===== src/rtl/router_pkg.sv =====
// ---------------------------------------------------------------------------
// router_pkg: shared defaults and helpers for pkt_router_n | rev 1.0
// ---------------------------------------------------------------------------
`default_nettype none

package router_pkg;

  localparam int unsigned DATA_W_DEF     = 8;
  localparam int unsigned N_OUT_DEF      = 4;
  localparam int unsigned FIFO_DEPTH_DEF = 4;
  localparam int unsigned DROP_CNT_W     = 8;

  typedef logic [DROP_CNT_W-1:0] drop_cnt_t;

  function automatic drop_cnt_t sat_inc(input drop_cnt_t v);
    return (&v) ? v : v + 1'b1;
  endfunction

endpackage

`default_nettype wire


===== src/rtl/router_fifo.sv =====
// ---------------------------------------------------------------------------
// router_fifo: first-word-fall-through FIFO, one per output channel | rev 1.0
// ---------------------------------------------------------------------------
`default_nettype none

module router_fifo #(
  parameter int unsigned DATA_W = 8,
  parameter int unsigned DEPTH  = 4
) (
  input  logic              clk,
  input  logic              rst,
  input  logic              push,
  input  logic [DATA_W-1:0] wdata,
  input  logic              pop,
  output logic              full,
  output logic              empty,
  output logic [DATA_W-1:0] head
);

  localparam int unsigned AW = (DEPTH > 1) ? $clog2(DEPTH) : 1;
  localparam int unsigned CW = $clog2(DEPTH + 1);

  logic [AW-1:0]     wr_ptr_q, wr_ptr_d;
  logic [AW-1:0]     rd_ptr_q, rd_ptr_d;
  logic [CW-1:0]     count_q, count_d;
  logic [DATA_W-1:0] mem_q [DEPTH];
  logic              do_push, do_pop;

  assign full    = (count_q == CW'(DEPTH));
  assign empty   = (count_q == '0);
  assign do_push = push && !full;
  assign do_pop  = pop && !empty;
  assign head    = empty ? '0 : mem_q[rd_ptr_q];

  // DEPTH is a power of two, so pointer overflow is the modulo wrap.
  always_comb begin
    wr_ptr_d = wr_ptr_q;
    rd_ptr_d = rd_ptr_q;
    count_d  = count_q;
    if (do_push) wr_ptr_d = wr_ptr_q + 1'b1;
    if (do_pop)  rd_ptr_d = rd_ptr_q + 1'b1;
    if (do_push && !do_pop)      count_d = count_q + 1'b1;
    else if (!do_push && do_pop) count_d = count_q - 1'b1;
  end

  always_ff @(posedge clk or negedge rst) begin
    if (!rst) begin
      wr_ptr_q <= '0;
      rd_ptr_q <= '0;
      count_q  <= '0;
    end else begin
      wr_ptr_q <= wr_ptr_d;
      rd_ptr_q <= rd_ptr_d;
      count_q  <= count_d;
    end
  end

  always_ff @(posedge clk) begin
    if (do_push) mem_q[wr_ptr_q] <= wdata;
  end

endmodule

`default_nettype wire


===== src/rtl/pkt_router_n.sv =====
// ---------------------------------------------------------------------------
// pkt_router_n: unicast/broadcast word router into N_OUT output FIFOs | rev 1.0
// ---------------------------------------------------------------------------
`default_nettype none

module pkt_router_n
  import router_pkg::*;
#(
  parameter  int unsigned DATA_W     = DATA_W_DEF,
  parameter  int unsigned N_OUT      = N_OUT_DEF,
  parameter  int unsigned FIFO_DEPTH = FIFO_DEPTH_DEF,
  localparam int unsigned DEST_W     = $clog2(N_OUT)
) (
  input  logic                    clk,
  input  logic                    rst,
  input  logic                    in_valid,
  input  logic [DATA_W-1:0]       data_in,
  input  logic [DEST_W-1:0]       dest_addr,
  input  logic                    bcast,
  output logic                    in_ready,
  output logic [N_OUT*DATA_W-1:0] data_out,
  output logic [N_OUT-1:0]        valid_out,
  input  logic [N_OUT-1:0]        ready_out,
  output logic [N_OUT-1:0]        fifo_full,
  output logic                    drop_err,
  output logic [DROP_CNT_W-1:0]   drop_cnt
);

  logic             rdy_en_q;
  logic             drop_err_q, drop_err_d;
  drop_cnt_t        drop_cnt_q, drop_cnt_d;
  logic [N_OUT-1:0] dest_hit;
  logic [N_OUT-1:0] push_vec;
  logic [N_OUT-1:0] full_w;
  logic [N_OUT-1:0] empty_w;
  logic [31:0]      dest_ext;
  logic             illegal;
  logic             accept;

  assign dest_ext = 32'(dest_addr);
  assign illegal  = !bcast && (dest_ext >= N_OUT);

  // rdy_en_q keeps the input closed through the first edge after reset release.
  assign in_ready = rdy_en_q &&
                    (bcast ? ~|full_w : (illegal || ~|(full_w & dest_hit)));
  assign accept   = in_valid && in_ready;
  assign push_vec = accept ? (bcast ? {N_OUT{1'b1}} : dest_hit) : '0;

  always_comb begin
    drop_err_d = accept && illegal;
    drop_cnt_d = drop_err_d ? sat_inc(drop_cnt_q) : drop_cnt_q;
  end

  always_ff @(posedge clk or negedge rst) begin
    if (!rst) begin
      rdy_en_q   <= 1'b0;
      drop_err_q <= 1'b0;
      drop_cnt_q <= '0;
    end else begin
      rdy_en_q   <= 1'b1;
      drop_err_q <= drop_err_d;
      drop_cnt_q <= drop_cnt_d;
    end
  end

  assign drop_err  = drop_err_q;
  assign drop_cnt  = drop_cnt_q;
  assign fifo_full = full_w;
  assign valid_out = ~empty_w;

  for (genvar i = 0; i < N_OUT; i++) begin : g_chan
    assign dest_hit[i] = (dest_addr == DEST_W'(i));

    router_fifo #(
      .DATA_W (DATA_W),
      .DEPTH  (FIFO_DEPTH)
    ) u_fifo (
      .clk   (clk),
      .rst   (rst),
      .push  (push_vec[i]),
      .wdata (data_in),
      .pop   (ready_out[i]),
      .full  (full_w[i]),
      .empty (empty_w[i]),
      .head  (data_out[i*DATA_W +: DATA_W])
    );
  end

endmodule

`default_nettype wire


===== config.mk =====
export PLATFORM = sky130hd
export DESIGN_NAME = pkt_router_n
export DESIGN_NICKNAME = d
export VERILOG_FILES = /design/src/rtl/router_pkg.sv /design/src/rtl/router_fifo.sv /design/src/rtl/pkt_router_n.sv
export SDC_FILE = /design/constraint.sdc
export NUM_CORES = 1
export LEC_CHECK = 0
export BUFFER_PORTS_ARGS = -buffer_cell sky130_fd_sc_hd__buf_2
export CAP_MARGIN = 5
export CORE_MARGIN = 3
export CORE_UTILIZATION = 50
export DETAILED_ROUTE_END_ITERATION = 12
export PLACE_DENSITY = 0.69
export SYNTH_ARGS = -nofsm -noshare
export SYNTH_HDL_FRONTEND = slang
export SYNTH_SLANG_ARGS = --single-unit

===== constraint.sdc =====
create_clock -name clk -period 4.05 [get_ports clk]
set_input_delay 0.2025 -clock clk [delete_from_list [all_inputs] [get_ports clk]]
set_output_delay 0.2025 -clock clk [all_outputs]
set_load 0.01 [all_outputs]

==> run metrics <==
detailed placement HPWL approximately 7600 um; CP top delay family simple AND/OR/NAND/NOR gates; critical path type register to register; ranking of synthesized cells by area edfxtp_1 (57%), dfrtp_1 (11%), mux4_2 (11%); Layout area overhead 14.04%; average routed wire per standard cell about 19 um; H-tree levels 4; initial antenna violation count 0; pwr dens between 700 and 800 nW/um2; CORE AREA roughly 13000 um2; Pint between 3 and 4 mW; largest net degree at the start of global routing 30; Post-Route Utilization 0.5957; unrepaired setup endpoints after global routing false; Worst Setup Start Kind register; CTS root buf clkbuf_16; via/cell ratio 5.272; crit path DAT roughly 3 ns; CTS tree yes; Post-CTS Hold Buffers 1; io pins 68; critical path's slowest cell nor4b_4; die area between 10000 and 15000 um2; WL final 11870 um; Inserted Clock Buffers 17; Seq/Total Area, Yosys 0.6767; cell area after synthesis about 6800 um2; final setup vio count 0; cell area after placement a little over 7000 um2; Top cell by count, worst path xor2_1; share of cells above drive strength 1 0.3004; worst skew pair latency approximately 0.42 ns; clk slew on worst S/H paths roughly 0.060 ns; Final Wtd Congestion about 0.74; Setup TNS 0 ns; synthesized area per cell 18.15 um2; CP Max Fanout 7; CP required 4.39 ns; FILL cells ~980; clk buf depth 2; VDD IR max 0.0004326 V; Leakage Power roughly 2.8 nW; Die Width 122.2 um; crit-path max cell delay about 0.51 ns; Final min period between 2 and 3 ns; Least-Margin Pin Slew approximately 0.66 ns; std cell rows 41; die height 122.2 um; first-pass GRT wire length 18720 um; ant diodes 0; antenna viol nets, final 0; number of global-route vias before repair 3445; Post-route DRC 0; Synth warnings 0; Vias around 3300; design area around 7700 um2; status finished, final reports clean; Seq pwr share 0.429; initial drt markers 231; Unique masters post-synth 30; switching fraction of total power 0.3037; total track usage 0.1755; period utilization 0.6546; hold crit path type input port to register; final hold vios 0; fmax about 380 MHz; Clock Power Share 0.274; Sink Count between 150 and 200; logic gate share of total power 0.297; Cells after Synth around 370; clock skew 0.005705 ns; Post-CTS Setup Bufs 0; Port Buf Inserts 58; Yosys top cell by area edfxtp_1; # resized after CTS 0; post-synthesis register bit count 157; initial cell density of the core 0.5224; Overflow after GRT 0; worst relative slew slack 0.5580; Critical Path End Type register; Final nets approximately 480; Max Cap Viol 0; worst path bufs/invs 1; post-synth top area share 0.5692; P_sw 1.645 mW; crit-path cells nor3b_2, nand2_1, nand3_4, nor4b_4, ha_1, inv_1, fa_1, xor2_1, nor2_1, xor2_1; TritonRoute pass-1 iters 4; Max Slew Vio Count 0
## kinds of logic (layout without fill, tap and decap cells)
logic type	count (synthesis)	after routing	share of synthesized area
flops	157	157	0.6767
simple gates	84	84	0.08671
mux	40	40	0.1212
buf+inv	37	103	0.02853
fa+ha+maj	24	24	0.04892
xor+xnor	24	24	0.03113
compound gates	4	4	0.005744
other cells	2	10	0.001112
## through the flow
| step | setup slack [ns] | cells | power [mW] | hold WS [ns] |
|---|---|---|---|---|
| 2_1_floorplan | 1.695 | 380 | 3.485 | -0.09309 |
| 3_3_place_gp | 1.550 | 585 | 3.932 | 0.2660 |
| 3_5_place_dp | 1.417 | 585 | 3.996 | 0.2769 |
| 4_1_cts | 1.401 | 618 | 5.504 | 0.05871 |
| 5_1_grt | 1.248 | 618 | 5.742 | 0.06180 |
| 6_report | 1.399 | 618 | 5.418 | 0.07610 |
## layer usage
metal / vias up / global-route usage / part of all wire
met5: - / 0 / 0
met4: 0 / 0.06508 / 0.017
met3: 17 / 0.04793 / 0.050
met2: 93 / 0.2824 / 0.49
met1: 1668 / 0.2317 / 0.44
li1: 1480 / - / -
## cell usage after synthesis (all sizes together)
cell and instances:
edfxtp 128, and2 48, mux4 32, dfrtp 29, ha 20, buf 17
xnor2 16, inv 12, nor2 9, clkbuf 8, mux2 8, xor2 8
nand2 7, nand3 6, fa 4, nor3b 4, or3 4, nor4 3
o21ai 3, and2b 2, conb 2, a21o 1, nor4b 1
## flip-flops by register name (all words and copies together) (netlist names)
| signal | cells |
|---|---|
| g_chan.u_fifo.mem_q | 128 |
| g_chan.u_fifo.count_q | 12 |
| g_chan.u_fifo.rd_ptr_q | 8 |
| g_chan.u_fifo.wr_ptr_q | 8 |
| rdy_en_q | 1 |
## final timing paths
path	from	to	slack (ns)	depth (start not counted)
worst max-delay path	g_chan[3].u_fifo.count_q[2]	g_chan[3].u_fifo.count_q[2]	1.40	10
worst min-delay path	ready_out[3]	g_chan[3].u_fifo.rd_ptr_q[1]	0.08	3
worst max register to register	g_chan[3].u_fifo.count_q[2]	g_chan[3].u_fifo.count_q[2]	1.40	10
worst min register to register	g_chan[1].u_fifo.count_q[2]	g_chan[1].u_fifo.count_q[2]	0.47	1
max in group asynchronous	rst	g_chan[3].u_fifo.rd_ptr_q[0]	3.26	2
min in group asynchronous	rst	g_chan[0].u_fifo.wr_ptr_q[0]	0.35	2
## placed cells by master, fill, tap and decap left out, types with 5 or more instances in the layout
cell,synthesis,final
clkinv_2,0,5
ha_1,20,20
mux4_2,32,32
xnor2_1,16,16
edfxtp_1,128,128
buf_2,4,58
nand2_1,7,7
dfrtp_1,29,29
and2_1,48,48
conb_1,2,10
clkbuf_16,0,17
nor2_1,9,9
inv_1,12,12
xor2_1,8,8
## cell type report
type,instances,area [um2],area share
multi-input combinational,186,2021,0.2624
inverter,12,45.04,0.005849
sequential,157,4569,0.5933
clock buffer,21,450.4,0.05849
tap,172,215.2,0.02794
clock inverter,11,100.1,0.01300
timing repair buffer,59,300.3,0.03899
## power by group through the flow
stage | Combinational [mW] | Sequential, mW | Clock, mW
after global routing | 1.78 | 2.38 | 1.58
after CTS | 1.65 | 2.34 | 1.52
final | 1.61 | 2.32 | 1.49
after detailed placement | 1.63 | 2.37 | 0
after floorplan | 1.34 | 2.14 | 0
after global placement | 1.59 | 2.35 | 0
## worst reg2reg max path: cells and delay by family (launching register included)
kind | cells | cell delay, ns
simple gates | 5 | 1.12
buf+inv | 1 | 0.06
xor+xnor | 2 | 0.33
fa+ha+maj | 2 | 0.66
flops | 1 | 0.41
(Power assumes the default switching activity.)
